--- config.mk ---
export PLATFORM = sky130hd
export DESIGN_NAME = save_target_flat
export DESIGN_NICKNAME = d
export VERILOG_FILES = /design/src/rtl/save_target_pkg.sv /design/src/rtl/save_target_if.sv /design/src/rtl/save_target_rom.sv /design/src/rtl/save_target.sv /design/src/flat_wrapper.sv
export SDC_FILE = /design/constraint.sdc
export NUM_CORES = 1
export LEC_CHECK = 0
export BUFFER_PORTS_ARGS = -buffer_cell sky130_fd_sc_hd__buf_2
export CORE_MARGIN = 2
export CORE_UTILIZATION = 45
export DETAILED_ROUTE_END_ITERATION = 8
export PLACE_DENSITY = 0.84
export SLEW_MARGIN = 20
export SYNTH_ARGS = -nofsm -noshare
export SYNTH_HDL_FRONTEND = slang
export SYNTH_SLANG_ARGS = --single-unit
--- constraint.sdc ---
create_clock -name clk -period 3.4 [get_ports clk]
set_input_delay 0.34 -clock clk [delete_from_list [all_inputs] [get_ports clk]]
set_output_delay 0.34 -clock clk [all_outputs]
set_load 0.02 [all_outputs]
--- src/rtl/save_target_pkg.sv ---
// Shared constants, FSM encoding and sprite contents for the save point target.
package save_target_pkg;

    localparam int SCREEN_W = 800;
    localparam int SCREEN_H = 600;

    // Bullet box size, identical to the bullet block's own sprite box
    localparam int BULLET_W = 4;
    localparam int BULLET_H = 4;

    // Sprite ROM word that marks a see-through texel
    localparam logic [11:0] RGB_TRANSPARENT = 12'hFFF;

    // Sprite is 16x16, so the texel address is {row[3:0], col[3:0]}
    localparam int SPRITE_AW = 8;

    typedef enum logic [1:0] {
        IDLE  = 2'd0,
        FLASH = 2'd1,
        COOL  = 2'd2
    } state_t;

    // Sprite art: a framed gradient whose last row and last column are see-through
    function automatic logic [11:0] spriteTexel(input logic [SPRITE_AW-1:0] addr);
        logic [11:0] word;
        if (addr[7:4] == 4'hF || addr[3:0] == 4'hF) begin
            word = RGB_TRANSPARENT;
        end else begin
            word = {addr[7:4], addr[3:0], 4'hA};
        end
        return word;
    endfunction

endpackage

--- src/rtl/save_target_if.sv ---
// Signal bundle between the game core / VGA mixer and the save point target.
interface save_target_if;

    logic        update_tick;
    logic [9:0]  col;
    logic [9:0]  row;
    logic [9:0]  bullet_x;
    logic [9:0]  bullet_y;
    logic [9:0]  kid_x;
    logic [9:0]  kid_y;
    logic        bullet_hit;
    logic        save_valid;
    logic [9:0]  save_x;
    logic [9:0]  save_y;
    logic        is_target;
    logic [11:0] target_rgb;

    // Game side: supplies positions, scan position and the update strobe
    modport master (
        output update_tick, col, row, bullet_x, bullet_y, kid_x, kid_y,
        input  bullet_hit, save_valid, save_x, save_y, is_target, target_rgb
    );

    // Target side: consumes positions, reports hits, respawn point and pixels
    modport slave (
        input  update_tick, col, row, bullet_x, bullet_y, kid_x, kid_y,
        output bullet_hit, save_valid, save_x, save_y, is_target, target_rgb
    );

endinterface

--- src/rtl/save_target_rom.sv ---
// Sprite ROM for the save point; one clock of read latency, which is the
// whole pixel-path delay seen by the VGA mixer.
module save_target_rom
    import save_target_pkg::*;
(
    input  logic                 clk,
    input  logic                 rst,
    input  logic [SPRITE_AW-1:0] addr_i,
    output logic [11:0]          data_o
);

    logic [11:0] data_q;

    // Registered texel read
    always_ff @(posedge clk or negedge rst) begin
        if (!rst) begin
            data_q <= '0;
        end else begin
            data_q <= spriteTexel(addr_i);
        end
    end

    assign data_o = data_q;

endmodule

--- src/rtl/save_target.sv ---
// Shootable save point: tests the bullet against its box on each update tick,
// retires the bullet on a hit, latches the kid as respawn point, then flashes
// and cools down. Also renders its own sprite pixel one clock after the scan.
module save_target
    import save_target_pkg::*;
#(
    parameter int TARGET_X    = 400,
    parameter int TARGET_Y    = 300,
    parameter int TARGET_W    = 16,
    parameter int TARGET_H    = 16,
    parameter int FLASH_TICKS = 30,
    parameter int COOL_TICKS  = 60
) (
    input  logic         clk,
    input  logic         rst,
    save_target_if.slave bus
);

    localparam logic [5:0] FLASH_LAST = 6'(FLASH_TICKS - 1);
    localparam logic [5:0] COOL_LAST  = 6'(COOL_TICKS - 1);

    state_t      state_q;
    logic [5:0]  tickCnt_q;
    logic        bulletHit_q;
    logic        saveValid_q;
    logic [9:0]  saveX_q;
    logic [9:0]  saveY_q;
    logic        inBox_q;

    logic [10:0] bx;
    logic [10:0] by;
    logic        parked;
    logic        overlap;
    logic        inBox_d;
    logic [9:0]  rowOff;
    logic [9:0]  colOff;
    logic [SPRITE_AW-1:0] pixAddr_d;
    logic [11:0] romWord;
    logic        isTarget;
    logic [11:0] rgb;

    // Bullet coordinates are stored plus one; sums use 12 bits so they never wrap
    assign bx      = {1'b0, bus.bullet_x} - 11'd1;
    assign by      = {1'b0, bus.bullet_y} - 11'd1;
    assign parked  = (bx >= 11'(SCREEN_W));
    assign overlap = !parked
                   && ({1'b0, bx} < 12'(TARGET_X + TARGET_W))
                   && ({1'b0, bx} + 12'(BULLET_W) > 12'(TARGET_X))
                   && ({1'b0, by} < 12'(TARGET_Y + TARGET_H))
                   && ({1'b0, by} + 12'(BULLET_H) > 12'(TARGET_Y));

    // Hit detection, respawn latch and the IDLE/FLASH/COOL sequencer
    always_ff @(posedge clk or negedge rst) begin
        if (!rst) begin
            state_q     <= IDLE;
            tickCnt_q   <= '0;
            bulletHit_q <= 1'b0;
            saveValid_q <= 1'b0;
            saveX_q     <= '0;
            saveY_q     <= '0;
        end else begin
            bulletHit_q <= bus.update_tick && overlap;
            if (bus.update_tick) begin
                case (state_q)
                    IDLE: begin
                        if (overlap) begin
                            saveX_q     <= bus.kid_x;
                            saveY_q     <= bus.kid_y;
                            saveValid_q <= 1'b1;
                            tickCnt_q   <= '0;
                            state_q     <= FLASH;
                        end
                    end
                    FLASH: begin
                        if (tickCnt_q == FLASH_LAST) begin
                            tickCnt_q <= '0;
                            state_q   <= COOL;
                        end else begin
                            tickCnt_q <= tickCnt_q + 6'd1;
                        end
                    end
                    COOL: begin
                        if (tickCnt_q == COOL_LAST) begin
                            tickCnt_q <= '0;
                            state_q   <= IDLE;
                        end else begin
                            tickCnt_q <= tickCnt_q + 6'd1;
                        end
                    end
                    default: begin
                        tickCnt_q <= '0;
                        state_q   <= IDLE;
                    end
                endcase
            end
        end
    end

    // Scan position inside the sprite box and its texel address
    assign rowOff  = bus.row - 10'(TARGET_Y);
    assign colOff  = bus.col - 10'(TARGET_X);
    assign inBox_d = (bus.col >= 10'(TARGET_X)) && (bus.col < 10'(TARGET_X + TARGET_W))
                  && (bus.row >= 10'(TARGET_Y)) && (bus.row < 10'(TARGET_Y + TARGET_H));
    assign pixAddr_d = inBox_d ? SPRITE_AW'(rowOff * 10'(TARGET_W) + colOff) : '0;

    save_target_rom u_rom (
        .clk    (clk),
        .rst    (rst),
        .addr_i (pixAddr_d),
        .data_o (romWord)
    );

    // Delay the in-box flag to line up with the ROM read
    always_ff @(posedge clk or negedge rst) begin
        if (!rst) begin
            inBox_q <= 1'b0;
        end else begin
            inBox_q <= inBox_d;
        end
    end

    // Pixel colour: inverted on alternate 4-tick phases of FLASH, transparent texels untouched
    always_comb begin
        isTarget = 1'b0;
        rgb      = 12'h000;
        if (inBox_q) begin
            rgb = romWord;
            if (romWord != RGB_TRANSPARENT) begin
                isTarget = 1'b1;
                if (state_q == FLASH && tickCnt_q[2]) begin
                    rgb = romWord ^ 12'hFFF;
                end
            end
        end
    end

    assign bus.bullet_hit = bulletHit_q;
    assign bus.save_valid = saveValid_q;
    assign bus.save_x     = saveX_q;
    assign bus.save_y     = saveY_q;
    assign bus.is_target  = isTarget;
    assign bus.target_rgb = rgb;

endmodule

--- src/flat_wrapper.sv ---
// flat-port wrapper written by rule: the top's interface ports become plain ports
module save_target_flat import save_target_pkg::*;
#(
    parameter int TARGET_X    = 400,
    parameter int TARGET_Y    = 300,
    parameter int TARGET_W    = 16,
    parameter int TARGET_H    = 16,
    parameter int FLASH_TICKS = 30,
    parameter int COOL_TICKS  = 60
)
  (clk, rst, bus_update_tick, bus_col, bus_row, bus_bullet_x, bus_bullet_y, bus_kid_x, bus_kid_y, bus_bullet_hit, bus_save_valid, bus_save_x, bus_save_y, bus_is_target, bus_target_rgb);
  save_target_if bus_i ();
  input  logic clk;
  input  logic rst;
  input wire logic [$bits(bus_i.update_tick)-1:0] bus_update_tick;
  input wire logic [$bits(bus_i.col)-1:0] bus_col;
  input wire logic [$bits(bus_i.row)-1:0] bus_row;
  input wire logic [$bits(bus_i.bullet_x)-1:0] bus_bullet_x;
  input wire logic [$bits(bus_i.bullet_y)-1:0] bus_bullet_y;
  input wire logic [$bits(bus_i.kid_x)-1:0] bus_kid_x;
  input wire logic [$bits(bus_i.kid_y)-1:0] bus_kid_y;
  output wire logic [$bits(bus_i.bullet_hit)-1:0] bus_bullet_hit;
  output wire logic [$bits(bus_i.save_valid)-1:0] bus_save_valid;
  output wire logic [$bits(bus_i.save_x)-1:0] bus_save_x;
  output wire logic [$bits(bus_i.save_y)-1:0] bus_save_y;
  output wire logic [$bits(bus_i.is_target)-1:0] bus_is_target;
  output wire logic [$bits(bus_i.target_rgb)-1:0] bus_target_rgb;
  assign bus_i.update_tick = bus_update_tick;
  assign bus_i.col = bus_col;
  assign bus_i.row = bus_row;
  assign bus_i.bullet_x = bus_bullet_x;
  assign bus_i.bullet_y = bus_bullet_y;
  assign bus_i.kid_x = bus_kid_x;
  assign bus_i.kid_y = bus_kid_y;
  assign bus_bullet_hit = bus_i.bullet_hit;
  assign bus_save_valid = bus_i.save_valid;
  assign bus_save_x = bus_i.save_x;
  assign bus_save_y = bus_i.save_y;
  assign bus_is_target = bus_i.is_target;
  assign bus_target_rgb = bus_i.target_rgb;
  save_target #(.TARGET_X(TARGET_X), .TARGET_Y(TARGET_Y), .TARGET_W(TARGET_W), .TARGET_H(TARGET_H), .FLASH_TICKS(FLASH_TICKS), .COOL_TICKS(COOL_TICKS)) u_core (.clk(clk), .rst(rst), .bus(bus_i));
endmodule
==> metrics.md, run 1 <==
| Metric | Value |
|---|---|
| Result of the run | finished clean |
| Synthesized area per cell | 11.35 um^2 |
| Post-Syn Area | 0.002419 mm^2 |
| Routed WL | 4694 um |
| Transition time at the pin with the least slew margin | 0.8792 ns |
| Post-synth top area share | 42.42% |
| Number of synthesized register bits | 41 |
| Slew Limit Fails | 0 |
| Longest individual stage delay on the worst path | 0.40 ns |
| Number of distinct library cells after synthesis | 51 |
| Std cell rows | 26 |
| Main synth FF type | sky130_fd_sc_hd__dfrtp_1 |
| EDFF count, synth | 0 |
| Area overhead of the layout relative to synthesis | 26.85% |
| Unrepaired setup endpoints after global routing | no |
| HPWL after detailed placement | 3647 um |
| Total of hold buffers inserted after clock tree synthesis | 0 |
| Largest fanout of any net on the critical path | 10 |
| Dominant cells by area after synthesis | sky130_fd_sc_hd__dfrtp_1 (42%), sky130_fd_sc_hd__mux2_4 (12%), sky130_fd_sc_hd__ha_1 (6.2%) |
| Post-DR vias/cell | 4.995 |
| Setup tns final | 0 ns |
| Sort of element at the end of the critical path | output port |
| Critical Path Start Type | flip-flop |
| Setup ws final | 1.039 ns |
| Pwr/cell area | 398.6 mW/mm^2 |
| Leakage | 1.696 nW |
| Vias | 1,903 |
| Worst endpoint data arrival time | 2.02 ns |
| Post-route fraction of the period consumed by the critical path | 69.45% |
| Core region area | 0.005140 mm^2 |
| YS warnings | 0 |
| Hold WC Path Type | primary input to async pin |
| TritonCTS clock tree | built |
| Residual overflow from global routing | 0 |
| Worst hold slack | 0.1455 ns |
| Initial antenna violation count | 0 |
| Clock tree skew after final layout | 0.007968 ns |
| Commonest cells in the synthesized netlist | sky130_fd_sc_hd__dfrtp_1 (41), sky130_fd_sc_hd__inv_1 (19), sky130_fd_sc_hd__mux2_4 (19) |
| Standard cell with the maximum stage delay on the critical path | sky130_fd_sc_hd__dfrtp_1 |
| Final hold violation count | 0 |
| Number of global-route vias before repair | 1,883 |
| Top-level port count | 98 |
| Clock root cell | sky130_fd_sc_hd__clkbuf_8 |
| Antenna diode instance count | 0 |
| Detailed Route Iter0 Violations | 50 |
| Reg clk slew, reported paths | 0.08 ns |
| Max Freq | 0.4235 GHz |
| Post-place setup slack | 1.013 ns |
| H-Tree Depth | 2 |
| Area of the die | 0.005977 mm^2 |
| Die X-Extent | 77.31 um |
| Relative slew slack | 40.94% |
| Placed insts | 373 |
| Max-cap violation count | 0 |
| DR pass1 iterations | 4 |
| Setup-failing EPs final | 0 |
| Share of final-layout standard cells stronger than drive strength 1 | 42.77% |
| Most numerous cell in the Yosys netlist | sky130_fd_sc_hd__dfrtp_1 |
| Worst IR Drop VDD | 273.9 uV |
| Count of buffers added by post-CTS timing repair for setup | 0 |
| Post-CTS resize count | 0 |
| Number of nets in the layout | 386 |
| TritonCTS sink count | 41 |
| Effective utilization at floorplan | 47.05% |
| Overall fraction of global-route tracks in use | 16.32% |
| Final antenna-violating net count | 0 |
| Pin count of the biggest net entering global routing | 42 |
| Worst-Skew Late Latency | 0.29 ns |
| Residual DRC count | 0 |
| Net count of the mapped netlist | 289 |
| First-pass GRT wire length | 8100 um |
| Non-Filler Instances | 381 |
| Instance count of the mapped netlist | 213 |
| Share of synthesized area occupied by flip-flops and latches | 42.42% |
| Asr flop ratio synth | 100.0% |
| Final critical path time including I/O delays and setup | 2.361 ns |
| Most area-hungry cell type in the Yosys netlist | sky130_fd_sc_hd__dfrtp_1 |
| Routability congestion estimate from global placement | 0.8097 |
| Instance area after placement | 0.002930 mm^2 |
| Height of the die | 77.31 um |
| Design area | 0.003068 mm^2 |
| Type of the worst setup path | flip-flop to output port |
| Port Buffer Count | 97 |
| Cells along the critical path | inv_1 -> ha_1 -> nand2_1 -> xor2_1 -> a21boi_0 -> buf_2 |
| Num CTS Buffers | 5 |
| Routed length per placed instance | 12.32 um |
| Worst Path Required | 3.06 ns |
| Buffer levels on the longest clock path | 2 |
-- flip-flops by register name, summed over array words and instances (netlist names) --
| name | flops |
|---|---|
| u_core.bus.bullet_hit | 1 |
| u_core.tickCnt_q | 6 |
| u_core.bus.save_valid | 1 |
| u_core.u_rom.data_o | 10 |
| u_core.inBox_q | 1 |
| u_core.bus.save_x | 10 |
| u_core.bus.save_y | 10 |
| u_core.state_q | 2 |
-- path summary, 6_finish.rpt --
check / start / slack, ns / cells past startpoint / to
max in group asynchronous: rst / 2.72 / 1 / u_core.u_rom.data_o[6]$_DFF_PN0_
setup / recovery: u_core.state_q[1]$_DFFE_PN0P_ / 1.04 / 6 / bus_target_rgb[3]
hold reg to reg: u_core.bus.save_valid$_DFFE_PN0P_ / 0.47 / 1 / u_core.bus.save_valid$_DFFE_PN0P_
hold / removal: rst / 0.15 / 1 / u_core.bus.save_y[4]$_DFFE_PN0P_
setup reg to reg: u_core.tickCnt_q[1]$_DFFE_PN0P_ / 1.42 / 8 / u_core.tickCnt_q[4]$_DFFE_PN0P_
min in group clk: bus_kid_y[0] / 0.27 / 2 / u_core.bus.save_y[0]$_DFFE_PN0P_
-- critical path: cells and delay by family, from the launching register on --
kind	cells	cell delay [ns]
adders and majority gates	1	0.21
and+or+nand+nor	1	0.27
DFF	1	0.40
AOI/OAI and AO/OA	1	0.29
buffers and inverters	2	0.32
xor gates and xnor gates	1	0.24
-- cell type report --
cell class                      count  area, um^2
Clock buffer                        5       68.82
Tap cell                           70       87.58
Timing Repair Buffer               97       485.5
Clock inverter                      3       68.82
Sequential cell                    41        1026
Multi-Input combinational cell    146        1260
Fill cell                         438        2072
Inverter                           19       71.32
-- power by group --
group          switching, mW  internal, mW  leakage (nW)  total, mW
logic                  0.123         0.104          1.06      0.226
clock network          0.167         0.295        0.0687      0.462
registers             0.0230         0.511         0.569      0.534
-- logic make-up after synthesis --
logic type | count (synthesis) | synth area share (%)
flops | 41 | 42.42
compound gates | 43 | 13.92
xor+xnor | 10 | 3.622
other cells | 1 | 0.1551
buf+inv | 26 | 5.483
simple gates | 56 | 13.76
fa+ha+maj | 13 | 7.036
mux | 23 | 13.61
-- metrics by stage --
step                power (mW)  util [%]
finish                   1.223     59.69
global route             1.294     59.69
CTS                      1.236     59.69
detailed placement      0.7689     57.01
global placement        0.7615     57.01
floorplan               0.6825         -
-- cells in the final DEF, fill, tap and decap left out, types with 6 or more instances in the layout --
cell type	count
sky130_fd_sc_hd__a21boi_0	9
sky130_fd_sc_hd__buf_2	97
sky130_fd_sc_hd__dfrtp_1	41
sky130_fd_sc_hd__ha_1	12
sky130_fd_sc_hd__inv_1	19
sky130_fd_sc_hd__mux2_4	19
sky130_fd_sc_hd__nand2_1	11
sky130_fd_sc_hd__nand3_1	6
sky130_fd_sc_hd__nor2_1	6
sky130_fd_sc_hd__o21a_1	8
sky130_fd_sc_hd__xor2_1	8
-- metal layers --
layer	global-route usage, %	part of all wire, %	vias to the layer above
met5	0	0	-
met4	5.000	1.1	0
met3	2.000	4.6	8
met2	29.83	51	57
met1	19.94	43	892
li1	-	-	946
Note: power is estimated with default switching activity, not from simulation.
==> run 2: changes to the inputs <==
--- a/config.mk
+++ b/config.mk
@@ -5,11 +5,12 @@
 export SDC_FILE = /design/constraint.sdc
 export NUM_CORES = 1
 export LEC_CHECK = 0
+export ABC_AREA = 1
 export BUFFER_PORTS_ARGS = -buffer_cell sky130_fd_sc_hd__buf_2
 export CORE_MARGIN = 2
 export CORE_UTILIZATION = 45
 export DETAILED_ROUTE_END_ITERATION = 8
-export PLACE_DENSITY = 0.84
+export PLACE_DENSITY = 0.83
 export SLEW_MARGIN = 20
 export SYNTH_ARGS = -nofsm -noshare
 export SYNTH_HDL_FRONTEND = slang
==> constraint.sdc (replaced) <==
create_clock -name clk -period 2.4 [get_ports clk]
set_input_delay 0.24 -clock clk [delete_from_list [all_inputs] [get_ports clk]]
set_output_delay 0.24 -clock clk [all_outputs]
set_load 0.02 [all_outputs]
==> run 2 against run 1 <==
  * Synthesized cell count is 61% higher
  * Worst setup slack worse by 0.77 ns
  * Final cell count is 34% higher
  * Die area grew 4.9%
  * Final area increased by 3.1%
  * Global-route usage up 3.4 points
==> metrics.md, run 2 <==
| Metric | Value |
|---|---|
| Routed length per placed instance | 11.24 um (was 12.32 um) |
| Number of nets in the layout | 514 (was 386) |
| Post-Syn Area | 0.002544 mm^2 (was 0.002419 mm^2) |
| TritonCTS sink count | 41 (unchanged) |
| Adder and majority cell fraction of the synthesized area | 6.690% (was 7.036%) |
| Buffer levels on the longest clock path | 2 (unchanged) |
| Worst Path Required | 2.16 ns (was 3.06 ns) |
| Post-DR vias/cell | 4.843 (was 4.995) |
| Overall fraction of global-route tracks in use | 19.75% (was 16.32%) |
| Detailed Route Iter0 Violations | 131 (was 50) |
| Post-layout power | 1.761 mW (was 1.223 mW) |
| Routed WL | 5745 um (was 4694 um) |
| Final hold violation count | 0 (unchanged) |
| Share of synthesized area occupied by flip-flops and latches | 40.33% (was 42.42%) |
| Most utilized layer in the global route result | met2 (unchanged) |
| Hold WC Path Type | primary input to async pin (unchanged) |
| Most area-hungry cell type in the Yosys netlist | sky130_fd_sc_hd__dfrtp_1 (unchanged) |
| Post-route fraction of the period consumed by the critical path | 88.85% |
| Routability congestion estimate from global placement | 0.7932 (was 0.8097) |
| Dominant cells by area after synthesis | sky130_fd_sc_hd__dfrtp_1 (40%), sky130_fd_sc_hd__nand2_1 (16%), sky130_fd_sc_hd__nand3_1 (7.9%) (was sky130_fd_sc_hd__dfrtp_1 (42%), sky130_fd_sc_hd__mux2_4 (12%), sky130_fd_sc_hd__ha_1 (6.2%)) |
| Effective utilization at floorplan | 46.48% (was 47.05%) |
| Pwr/cell area | 556.4 mW/mm^2 (was 398.6 mW/mm^2) |
| Clock root cell | sky130_fd_sc_hd__clkbuf_8 (unchanged) |
| H-Tree Depth | 2 (unchanged) |
| Post-synth top area share | 40.33% (was 42.42%) |
| Share of the core filled with cells in the final layout | 57.82% (was 59.69%) |
| Core region area | 0.005473 mm^2 (was 0.005140 mm^2) |
| Setup-failing EPs final | 0 (unchanged) |
| Asr flop ratio synth | 100.0% (unchanged) |
| Worst endpoint data arrival time | 1.89 ns (was 2.02 ns) |
| Residual DRC count | 0 (unchanged) |
| Area of the die | 0.006270 mm^2 (was 0.005977 mm^2) |
| Max Freq | 0.4690 GHz |
| Result of the run | finished clean (unchanged) |
| TritonCTS clock tree | built (unchanged) |
| Combinational family with the most area after synthesis | simple AND/OR/NAND/NOR gates (was compound AO/OA/AOI/OAI gates) |
| Instance count of the mapped netlist | 343 (was 213) |
| Clock tree skew after final layout | 0.004055 ns (was 0.007968 ns) |
| Standard cell with the maximum stage delay on the critical path | sky130_fd_sc_hd__dfrtp_1 (unchanged) |
| Most frequent standard cell in the layout excluding fill and tap cells | sky130_fd_sc_hd__nand2_1 (was sky130_fd_sc_hd__buf_2) |
| Cells along the critical path | inv_1 -> ha_1 -> nand2_2 -> inv_2 -> nand2_1 -> a31oi_1 -> buf_2 (was inv_1 -> ha_1 -> nand2_1 -> xor2_1 -> a21boi_0 -> buf_2) |
| Number of synthesized register bits | 41 (unchanged) |
| Final critical path time including I/O delays and setup | 2.132 ns |
| Met1 demand-to-capacity share in global routing | 21.79% (was 19.94%) |
| Relative slew slack | 43.68% (was 40.94%) |
| Worst IR Drop VDD | 334.6 uV (was 273.9 uV) |
| YS warnings | 0 (unchanged) |
| R2R Setup Slk | 0.69 ns (was 1.42 ns) |
| Crit-path leading delay family | buffers and inverters (was flip-flops) |
| Std cell rows | 27 (was 26) |
| Height of the die | 79.19 um (was 77.31 um) |
| Unrepaired setup endpoints after global routing | no (unchanged) |
| Fraction of the mapped netlist area in simple logic gates | 33.35% (was 13.76%) |
| Fraction of met3 tracks used by global routing | 2.386% (was 2.000%) |
| Post-place setup slack | 0.2469 ns (was 1.013 ns) |
| EDFF count, synth | 0 (unchanged) |
| Commonest cells in the synthesized netlist | sky130_fd_sc_hd__nand2_1 (111), sky130_fd_sc_hd__inv_1 (50), sky130_fd_sc_hd__dfrtp_1 (41) (was sky130_fd_sc_hd__dfrtp_1 (41), sky130_fd_sc_hd__inv_1 (19), sky130_fd_sc_hd__mux2_4 (19)) |
| Residual overflow from global routing | 0 (unchanged) |
| Synthesized area per cell | 7.416 um^2 (was 11.35 um^2) |
| Antenna diode instance count | 0 (unchanged) |
| Number of inserted filler cells in the final layout | 515 (was 438) |
| DR pass1 iterations | 6 (was 4) |
| Leakage | 1.856 nW (was 1.696 nW) |
| Initial antenna violation count | 0 (unchanged) |
| Share of final-layout standard cells stronger than drive strength 1 | 26.88% (was 42.77%) |
| Setup ws final | 0.2677 ns (was 1.039 ns) |
| Num CTS Buffers | 5 (unchanged) |
| Xor-xnor portion of the synthesized cell area | 2.410% (was 3.621%) |
| Net count of the mapped netlist | 419 (was 289) |
| Multiplexer area fraction after synthesis | 0% (was 13.61%) |
| Main synth FF type | sky130_fd_sc_hd__dfrtp_1 (unchanged) |
| Global-route met2 utilization | 37.63% (was 29.83%) |
| Sort of element at the end of the critical path | output port (unchanged) |
| Critical Path Start Type | flip-flop (unchanged) |
| Number of distinct library cells after synthesis | 34 (was 51) |
| Most used cells in the layout excluding fill and tap cells | sky130_fd_sc_hd__nand2_1 (110), sky130_fd_sc_hd__buf_2 (97), sky130_fd_sc_hd__inv_1 (49) (was sky130_fd_sc_hd__buf_2 (97), sky130_fd_sc_hd__dfrtp_1 (41), sky130_fd_sc_hd__inv_1 (19), sky130_fd_sc_hd__mux2_4 (19), sky130_fd_sc_hd__ha_1 (12)) |
| Worst-Skew Late Latency | 0.29 ns (about the same) |
| Vias | 2,475 (was 1,903) |
| Largest fanout of any net on the critical path | 11 (was 10) |
| Most numerous cell in the Yosys netlist | sky130_fd_sc_hd__nand2_1 (was sky130_fd_sc_hd__dfrtp_1) |
| Area overhead of the layout relative to synthesis | 24.40% (was 26.85%) |
| Transition time at the pin with the least slew margin | 0.8448 ns (was 0.8792 ns) |
| Final antenna-violating net count | 0 (unchanged) |
| First-pass GRT wire length | 9984 um (was 8100 um) |
| Slew Limit Fails | 0 (unchanged) |
| Count of buffers added by post-CTS timing repair for setup | 0 (unchanged) |
| Reg clk slew, reported paths | 0.08 ns (about the same) |
| HPWL after detailed placement | 4500 um (was 3647 um) |
| Total of hold buffers inserted after clock tree synthesis | 0 (unchanged) |
| Longest individual stage delay on the worst path | 0.41 ns (was 0.40 ns) |
| Post-synthesis compound-gate area fraction | 5.804% (was 13.92%) |
| Pin count of the biggest net entering global routing | 42 (unchanged) |
| Number of global-route vias before repair | 2,441 (was 1,883) |
| Setup tns final | 0 ns (unchanged) |
| Worst hold slack | 0.04843 ns (was 0.1455 ns) |
| Max-cap violation count | 0 (unchanged) |
| Die X-Extent | 79.19 um (was 77.31 um) |
| Top-level port count | 98 (unchanged) |
| Type of the worst setup path | flip-flop to output port (unchanged) |
| Port Buffer Count | 97 (unchanged) |
| Number of buffers and inverters on the critical path | 3 (was 2) |
## run 2: cell types whose count changed in the layout (fill, tap and decap cells not counted), moves of 4 or more
cell | previous run | this run
sky130_fd_sc_hd__a21boi_0 | 9 | 0
sky130_fd_sc_hd__nand3_1 | 6 | 40
sky130_fd_sc_hd__and2_1 | 4 | 0
sky130_fd_sc_hd__a31oi_1 | 1 | 8
sky130_fd_sc_hd__o21a_1 | 8 | 0
sky130_fd_sc_hd__nand4_1 | 5 | 9
sky130_fd_sc_hd__nand2_1 | 11 | 110
sky130_fd_sc_hd__nor2_1 | 6 | 15
sky130_fd_sc_hd__mux2_4 | 19 | 0
sky130_fd_sc_hd__nor2b_1 | 4 | 0
sky130_fd_sc_hd__xor2_1 | 8 | 3
sky130_fd_sc_hd__inv_1 | 19 | 49
## run 2: through the flow
stage               std cells  area (um^2)
global placement          503         3045
detailed placement        503         3045
finish                    511         3164
floorplan                 343         2544
CTS                       511         3162
global route              511         3164
## run 2: final timing paths
| path | cells after the start | to | startpoint |
|---|---|---|---|
| max | 7 | bus_target_rgb[0] | u_core.state_q[1]$_DFFE_PN0P_ |
| min | 1 | u_core.bus.save_x[3]$_DFFE_PN0P_ | rst |
| max reg2reg | 7 | u_core.tickCnt_q[1]$_DFFE_PN0P_ | u_core.tickCnt_q[1]$_DFFE_PN0P_ |
| min reg2reg | 2 | u_core.bus.save_y[2]$_DFFE_PN0P_ | u_core.bus.save_y[2]$_DFFE_PN0P_ |
| max in group asynchronous | 1 | u_core.u_rom.data_o[3]$_DFF_PN0_ | rst |
| min in group clk | 3 | u_core.bus.save_y[2]$_DFFE_PN0P_ | bus_kid_y[2] |
## run 2: layout make-up
type / instances / area [um^2] / share of cell area [%]
clock buffers: 7 / 86.33 / 2.728
well taps: 72 / 90.09 / 2.847
inverters: 54 / 205.2 / 6.485
multi-input cells: 238 / 1234 / 38.99
flip-flops and latches: 41 / 1026 / 32.42
repair buffers: 98 / 493.0 / 15.58
clock inverters: 1 / 30.03 / 0.9490
## run 2: cell families (layout without fill, tap and decap cells)
| group | count (synthesis) | in the layout |
|---|---|---|
| flops | 41 | 41 |
| buf+inv | 64 | 160 |
| other cells | 1 | 1 |
| compound gates | 26 | 26 |
| simple gates | 191 | 191 |
| fa+ha+maj | 13 | 13 |
| xor+xnor | 7 | 7 |
## run 2: timing repair
| action | in CTS | in global routing |
|---|---|---|
| endpoints found under the setup margin | 0 | 12 |
| gates resized for setup | 0 | 2 |
| hold endpoints to repair | 0 | 0 |
## run 2: layer usage
metal	up-vias	wire [um]
met2	67	3092
met5	-	0
met3	15	230
li1	1273	-
met1	1120	2280
met4	0	141
## run 2: report_power, final
| group | internal, mW | leakage [nW] | total, mW | switching, mW |
|---|---|---|---|---|
| Sequential | 0.720 | 0.562 | 0.744 | 0.0237 |
| Clock | 0.339 | 0.0585 | 0.563 | 0.224 |
| Combinational | 0.155 | 1.24 | 0.454 | 0.298 |
